**src/rtl/audio_frame_buffer_ctrl_pkg.sv**
```systemverilog
// Shared definitions for the audio ping-pong frame buffer controller.
// Reader FSM encodings are fixed because they show up in debug dumps.
package audio_frame_buffer_ctrl_pkg;

    typedef enum logic [1:0] {
        RD_IDLE  = 2'd0,
        RD_READ  = 2'd1,
        RD_DRAIN = 2'd2
    } rd_state_e;

endpackage

```
**src/rtl/frame_read_seq.sv**
```systemverilog
// Reader sequencer: walks one frame of read addresses and aligns valid/last
// with the 1-cycle registered memory read.
module frame_read_seq
    import audio_frame_buffer_ctrl_pkg::*;
#(
    parameter int IDX_WIDTH = 13
) (
    input  logic                 clk,
    input  logic                 reset,
    input  logic                 frame_start,
    input  logic                 pending,
    output logic [IDX_WIDTH-1:0] rd_idx,
    output logic                 draining,
    output logic                 idle_next,
    output logic                 busy,
    output logic                 out_valid,
    output logic                 out_last
);

    localparam logic [IDX_WIDTH-1:0] IDX_LAST = {IDX_WIDTH{1'b1}};
    localparam logic [IDX_WIDTH-1:0] IDX_ZERO = {IDX_WIDTH{1'b0}};
    localparam logic [IDX_WIDTH-1:0] IDX_ONE  = IDX_WIDTH'(1);

    rd_state_e            state_r;
    rd_state_e            state_nxt_s;
    logic [IDX_WIDTH-1:0] rd_idx_r;
    logic                 busy_r;
    logic                 out_valid_r;
    logic                 out_last_r;

    // Reader state register.
    always_ff @(posedge clk or negedge reset) begin
        if (!reset) begin
            state_r <= RD_IDLE;
        end else begin
            state_r <= state_nxt_s;
        end
    end

    // Next-state logic; DRAIN is a single cycle that lets the last read word land.
    always_comb begin
        state_nxt_s = state_r;
        case (state_r)
            RD_IDLE: begin
                if (frame_start && pending) begin
                    state_nxt_s = RD_READ;
                end else begin
                    state_nxt_s = RD_IDLE;
                end
            end
            RD_READ: begin
                if (rd_idx_r == IDX_LAST) begin
                    state_nxt_s = RD_DRAIN;
                end else begin
                    state_nxt_s = RD_READ;
                end
            end
            RD_DRAIN: state_nxt_s = RD_IDLE;
            default:  state_nxt_s = RD_IDLE;
        endcase
    end

    // Read index and output pipe; the index wraps back to zero on the last address.
    always_ff @(posedge clk or negedge reset) begin
        if (!reset) begin
            rd_idx_r    <= IDX_ZERO;
            busy_r      <= 1'b0;
            out_valid_r <= 1'b0;
            out_last_r  <= 1'b0;
        end else begin
            if (state_r == RD_READ) begin
                rd_idx_r <= rd_idx_r + IDX_ONE;
            end else begin
                rd_idx_r <= IDX_ZERO;
            end
            busy_r      <= (state_nxt_s != RD_IDLE);
            out_valid_r <= (state_r == RD_READ);
            out_last_r  <= (state_r == RD_READ) && (rd_idx_r == IDX_LAST);
        end
    end

    assign rd_idx    = rd_idx_r;
    assign draining  = (state_r == RD_DRAIN);
    assign idle_next = (state_nxt_s == RD_IDLE);
    assign busy      = busy_r;
    assign out_valid = out_valid_r;
    assign out_last  = out_last_r;

endmodule

```
**src/rtl/audio_frame_buffer_ctrl.sv**
```systemverilog
// Ping-pong frame buffer controller: packs codec samples into alternating
// memory banks and streams each completed frame to the spectrum pipeline.
module audio_frame_buffer_ctrl
    import audio_frame_buffer_ctrl_pkg::*;
#(
    parameter int DATA_WIDTH  = 32,
    parameter int ADDR_LENGTH = 14,
    parameter int CNT_WIDTH   = 16
) (
    input  logic                   clk,
    input  logic                   reset,
    input  logic                   sample_valid,
    input  logic [DATA_WIDTH-1:0]  sample_data,
    output logic                   frame_ready,
    input  logic                   frame_start,
    output logic                   out_valid,
    output logic [DATA_WIDTH-1:0]  out_data,
    output logic                   out_last,
    output logic                   busy,
    output logic [CNT_WIDTH-1:0]   overrun_cnt,
    output logic                   mem_we,
    output logic [ADDR_LENGTH-1:0] mem_wraddr,
    output logic [DATA_WIDTH-1:0]  mem_wrdata,
    output logic [ADDR_LENGTH-1:0] mem_rdaddr,
    input  logic [DATA_WIDTH-1:0]  mem_rddata
);

    localparam int                   IDX_WIDTH = ADDR_LENGTH - 1;
    localparam logic [IDX_WIDTH-1:0] IDX_LAST  = {IDX_WIDTH{1'b1}};
    localparam logic [IDX_WIDTH-1:0] IDX_ZERO  = {IDX_WIDTH{1'b0}};
    localparam logic [IDX_WIDTH-1:0] IDX_ONE   = IDX_WIDTH'(1);
    localparam logic [CNT_WIDTH-1:0] CNT_MAX   = {CNT_WIDTH{1'b1}};
    localparam logic [CNT_WIDTH-1:0] CNT_ZERO  = {CNT_WIDTH{1'b0}};
    localparam logic [CNT_WIDTH-1:0] CNT_ONE   = CNT_WIDTH'(1);

    logic [IDX_WIDTH-1:0]   wr_idx_r;
    logic                   wr_bank_r;
    logic                   rd_bank_r;
    logic                   pending_r;
    logic [CNT_WIDTH-1:0]   overrun_cnt_r;
    logic                   mem_we_r;
    logic [ADDR_LENGTH-1:0] mem_wraddr_r;
    logic [DATA_WIDTH-1:0]  mem_wrdata_r;
    logic                   frame_ready_r;

    logic                   frame_done_s;
    logic                   swap_s;
    logic                   overrun_s;
    logic                   pending_nxt_s;
    logic                   draining_s;
    logic                   idle_next_s;
    logic                   rd_out_valid_s;
    logic [IDX_WIDTH-1:0]   rd_idx_s;

    frame_read_seq #(
        .IDX_WIDTH (IDX_WIDTH)
    ) u_read_seq (
        .clk         (clk),
        .reset       (reset),
        .frame_start (frame_start),
        .pending     (pending_r),
        .rd_idx      (rd_idx_s),
        .draining    (draining_s),
        .idle_next   (idle_next_s),
        .busy        (busy),
        .out_valid   (rd_out_valid_s),
        .out_last    (out_last)
    );

    // Frame completion arbitration: a bank freed this cycle beats an overrun.
    always_comb begin
        frame_done_s  = sample_valid && (wr_idx_r == IDX_LAST);
        swap_s        = 1'b0;
        overrun_s     = 1'b0;
        pending_nxt_s = pending_r;
        if (frame_done_s) begin
            if (!pending_r || draining_s) begin
                swap_s        = 1'b1;
                pending_nxt_s = 1'b1;
            end else begin
                overrun_s     = 1'b1;
                pending_nxt_s = pending_r;
            end
        end else if (draining_s) begin
            pending_nxt_s = 1'b0;
        end else begin
            pending_nxt_s = pending_r;
        end
    end

    // Registered memory write port.
    always_ff @(posedge clk or negedge reset) begin
        if (!reset) begin
            mem_we_r     <= 1'b0;
            mem_wraddr_r <= {ADDR_LENGTH{1'b0}};
            mem_wrdata_r <= {DATA_WIDTH{1'b0}};
        end else begin
            mem_we_r <= sample_valid;
            if (sample_valid) begin
                mem_wraddr_r <= {wr_bank_r, wr_idx_r};
                mem_wrdata_r <= sample_data;
            end
        end
    end

    // Write index, bank ownership, pending flag and overrun counter.
    always_ff @(posedge clk or negedge reset) begin
        if (!reset) begin
            wr_idx_r      <= IDX_ZERO;
            wr_bank_r     <= 1'b0;
            rd_bank_r     <= 1'b0;
            pending_r     <= 1'b0;
            overrun_cnt_r <= CNT_ZERO;
            frame_ready_r <= 1'b0;
        end else begin
            if (sample_valid) begin
                wr_idx_r <= wr_idx_r + IDX_ONE;
            end
            if (swap_s) begin
                rd_bank_r <= wr_bank_r;
                wr_bank_r <= ~wr_bank_r;
            end
            if (overrun_s && (overrun_cnt_r != CNT_MAX)) begin
                overrun_cnt_r <= overrun_cnt_r + CNT_ONE;
            end
            pending_r     <= pending_nxt_s;
            frame_ready_r <= pending_nxt_s && idle_next_s;
        end
    end

    assign frame_ready = frame_ready_r;
    assign out_valid   = rd_out_valid_s;
    assign out_data    = rd_out_valid_s ? mem_rddata : {DATA_WIDTH{1'b0}};
    assign overrun_cnt = overrun_cnt_r;
    assign mem_we      = mem_we_r;
    assign mem_wraddr  = mem_wraddr_r;
    assign mem_wrdata  = mem_wrdata_r;
    assign mem_rdaddr  = {rd_bank_r, rd_idx_s};

endmodule
```
**config.mk**
```make
export PLATFORM = sky130hd
export DESIGN_NAME = audio_frame_buffer_ctrl
export DESIGN_NICKNAME = d
export VERILOG_FILES = /design/src/rtl/audio_frame_buffer_ctrl_pkg.sv /design/src/rtl/frame_read_seq.sv /design/src/rtl/audio_frame_buffer_ctrl.sv
export SDC_FILE = /design/constraint.sdc
export NUM_CORES = 1
export LEC_CHECK = 0
export ABC_CLOCK_PERIOD_IN_PS = 4900
export CAP_MARGIN = 10
export CORE_ASPECT_RATIO = 0.7
export CORE_MARGIN = 4
export CORE_UTILIZATION = 35
export CTS_CLUSTER_SIZE = 16
export DETAILED_ROUTE_END_ITERATION = 12
export PLACE_DENSITY = 0.69
export SLEW_MARGIN = 25
export SYNTH_ARGS = -nofsm -noshare
export SYNTH_HDL_FRONTEND = slang
export SYNTH_SLANG_ARGS = --single-unit
```
**constraint.sdc**
```tcl
create_clock -name clk -period 4.9 [get_ports clk]
set_input_delay 1.225 -clock clk [delete_from_list [all_inputs] [get_ports clk]]
set_output_delay 1.225 -clock clk [all_outputs]
set_load 0.05 [all_outputs]
```
==> impl_metrics.toml <==
[logic_synthesis]
avgSynthCellArea_um2 = 12.5
synth-edff-count = 0
synthCells = 333
ys_seq_elements = 97
synth_warnings = 0
ys.flop_type = "dfrtp_1"
synth_area_mm2 = 0.00415
ys_seq_area_share_pct = 58.5
syn_nets = 404
async_reset_ff_share_pct = 100
synth_cell_types = 32

[sta]
skew_ns = 0.00542
relSlewSlack_pct = 46.3
rsz0062_at_grt = "false"
fmax_mhz = 258
setup_viol_count_final = 0
fin_crit_sh_pct = 79.1
period_needed_ns = 3.88
fin_tns_setup_ns = 0
hold_viol = 0
worst_slack_ns = 1.02
tightest_slew_ns = 0.805
slew_viol_final = 0

[hold_path]
hold_path.class = "flip-flop to flip-flop"

[critical_path]
critical_path_class = "input pin to output port"
critPathCaptureType = "output port"
cpMaxStageDelayCell = "clkdlybuf4s50_1"
crit_fanout = 1
path_buf_inv = 2
cpMostUsedCell = "clkdlybuf4s50_1"
worstSetupStartpointType = "input pin"
cp.arrival_ns = 2.65
cp_top_family = "buffers and inverters"
cp.required_ns = 3.67
cpPeakStageDelay_ns = 0.83
path_cells = "clkdlybuf4s50_1, and2_1, clkdlybuf4s50_1"

[run_status]
outcome = "finished clean"

[floorplan]
die_height_um = 99.1
start_util_pct = 36.8
row_count = 32
die_w_um = 138
dieArea_mm2 = 0.0137
ios = 181
fp.coreArea_mm2 = 0.0113

[cts]
cts_setup_buffers = 0
root_buffer = "clkbuf_16"
cts_hold_buffers = 0
cts.sink_count = 97
cts_tree = "done"
cts_buffers = 9
clk_pin_slew_ns = 0.07
clockBufferDepth = 2
ctsResizeCount = 0
cts-htree-levels = 3
clk_latency_ns = 0.34

[finish]
area_growth_pct = 55.1
diodes = 0
fin_area_mm2 = 0.00644
drive_gt1_share_pct = 15.0
num-nets-final = 586
stdcell_count = 673

[drt]
drtAntennaViolNets = 0
vias = 3135
wl_per_cell_um = 15.6
post-route-drc-count = 0
finalWirelength_um = 10500
dr.first_iter.drc_count = 153
viasPerCell = 4.66
dr.pass1.iters = 4

[grt]
grt_pass1_wl_um = 17600
grt_use_total_pct = 15.8
overflow = 0
antenna_found_initial = 0
grt_pass1_vias = 3312
grt_max_degree = 64

[place]
gp_congestion = 0.965
port_buffers = 180
dp_slack_ns = 1.03
dp.cells = 657
dp_hpwl_um = 8010
postPlaceCellArea_mm2 = 0.00611

[pwr]
ir_worst_vdd_v = 0.000246
switching_power_mw = 0.646
p_leak_nw = 2.73
p_int_mw = 1.55
power_frac_seq_pct = 43.1
power_frac_clock_pct = 34.5
pwr-share-comb_pct = 22.4
total_power_mw = 2.20
powerDensity_mw_per_mm2 = 341
swShare_pct = 29.4

[run]
drv_cap = 0
==> flip-flops by register name (all words and copies together), names as in the netlist <==
| signal | cells |
|---|---|
| frame_ready | 1 |
| u_read_seq.busy | 1 |
| wr_idx_r | 13 |
| rd_bank_r | 1 |
| u_read_seq.out_valid | 1 |
| u_read_seq.rd_idx | 13 |
| overrun_cnt | 16 |
| mem_wrdata | 32 |
| u_read_seq.out_last | 1 |
| pending_r | 1 |
| mem_we | 1 |
| mem_wraddr | 14 |
| wr_bank_r | 1 |
| u_read_seq.state_r | 1 |
==> routing by layer <==
layer	track usage [%]	up-vias	share of wire (%)
met5	0	-	0
met2	26.6	122	49
met3	5.38	11	6.9
met4	5.62	0	1.8
li1	-	1484	-
met1	19.1	1518	43
==> placed cells by master, fill, tap and decap left out, drive strengths merged <==
cell type	instances
clkdlybuf4s50	178
dfrtp	97
mux2	49
and2	33
nor2	25
xor2	23
nand2	17
xnor2	15
nand4	13
nand3	11
clkbuf	10
inv	7
nor3	7
and3	5
buf	5
ha	3
nor4	3
nand2b	2
or3	2
a21oi	2
or2	2
bufinv	2
clkinv	2
o21ai	1
a311oi	1
a21boi	1
nor2b	1
and4	1
o311ai	1
clkinvlp	1
==> final timing paths <==
kind / startpoint / end / slack, ns / cells after the start
worst max-delay path: mem_rddata[9] / out_data[9] / 1.02 / 3
worst min-delay path: wr_idx_r[11] / wr_idx_r[11] / 0.50 / 1
worst max register to register: overrun_cnt[0] / overrun_cnt[1] / 2.74 / 5
worst min register to register: wr_idx_r[11] / wr_idx_r[11] / 0.50 / 1
max in group asynchronous: reset / mem_wraddr[6] / 2.96 / 2
min in group asynchronous: reset / mem_wrdata[8] / 0.97 / 1
==> cell families (layout without fill, tap and decap cells) <==
| kind of cell | after synthesis | after routing | share of synthesized area, % |
|---|---|---|---|
| XOR/XNOR | 38 | 38 | 8.01 |
| adder cells (fa/ha/maj) | 3 | 3 | 0.904 |
| multiplexers | 49 | 49 | 13.3 |
| buffers and inverters | 18 | 205 | 1.93 |
| AO/OA/AOI/OAI | 6 | 6 | 1.15 |
| AND/OR/NAND/NOR | 122 | 122 | 16.3 |
| flip-flops | 97 | 97 | 58.5 |
==> area by class of cell <==
class / count / area (um2)
sequential: 97 / 2430
inverter: 6 / 22.5
clock buffer: 10 / 239
fill: 959 / 4850
clock inverter: 6 / 90.1
multi-input combinational: 218 / 1660
tap: 153 / 191
timing repair buffer: 183 / 1820
==> metrics by stage <==
stage / util, % / hold WS [ns]
finish: 57.1 / 0.495
global route: 57.1 / 0.516
CTS: 57.1 / 0.503
detailed placement: 54.1 / 0.494
global placement: 54.1 / 0.480
floorplan: - / 0.458
==> cells in the mapped netlist (all sizes together) (2+ instances only) <==
cell type	count	share of area, %
dfrtp	97	58
mux2	49	13
and2	33	5.0
nor2	25	2.3
xor2	23	4.9
nand2	17	1.5
xnor2	15	3.2
nand4	13	2.1
nand3	11	1.3
clkbuf	9	0.81
nor3	7	1.1
inv	6	0.54
and3	5	0.75
buf	3	0.57
ha	3	0.90
nor4	3	0.96
a21oi	2	0.24
nand2b	2	0.30
or2	2	0.30
or3	2	0.30
==> worst reg2reg max path, cell delays in order (launching register included) <==
cell and delay, ns:
dfrtp_1 0.40, ha_1 0.20, and4_1 0.21, nand2_1 0.15, o311ai_4 0.68, mux2_2 0.41
==> power groups by stage <==
stage               clock, mW  combinational, mW  sequential, mW
floorplan                   0              0.104            1.14
global placement            0              0.493           0.959
detailed placement          0              0.499           0.963
CTS                     0.793              0.501           0.949
global route            0.828              0.522           0.961
finish                  0.759              0.493           0.948
(Power assumes the default switching activity.)
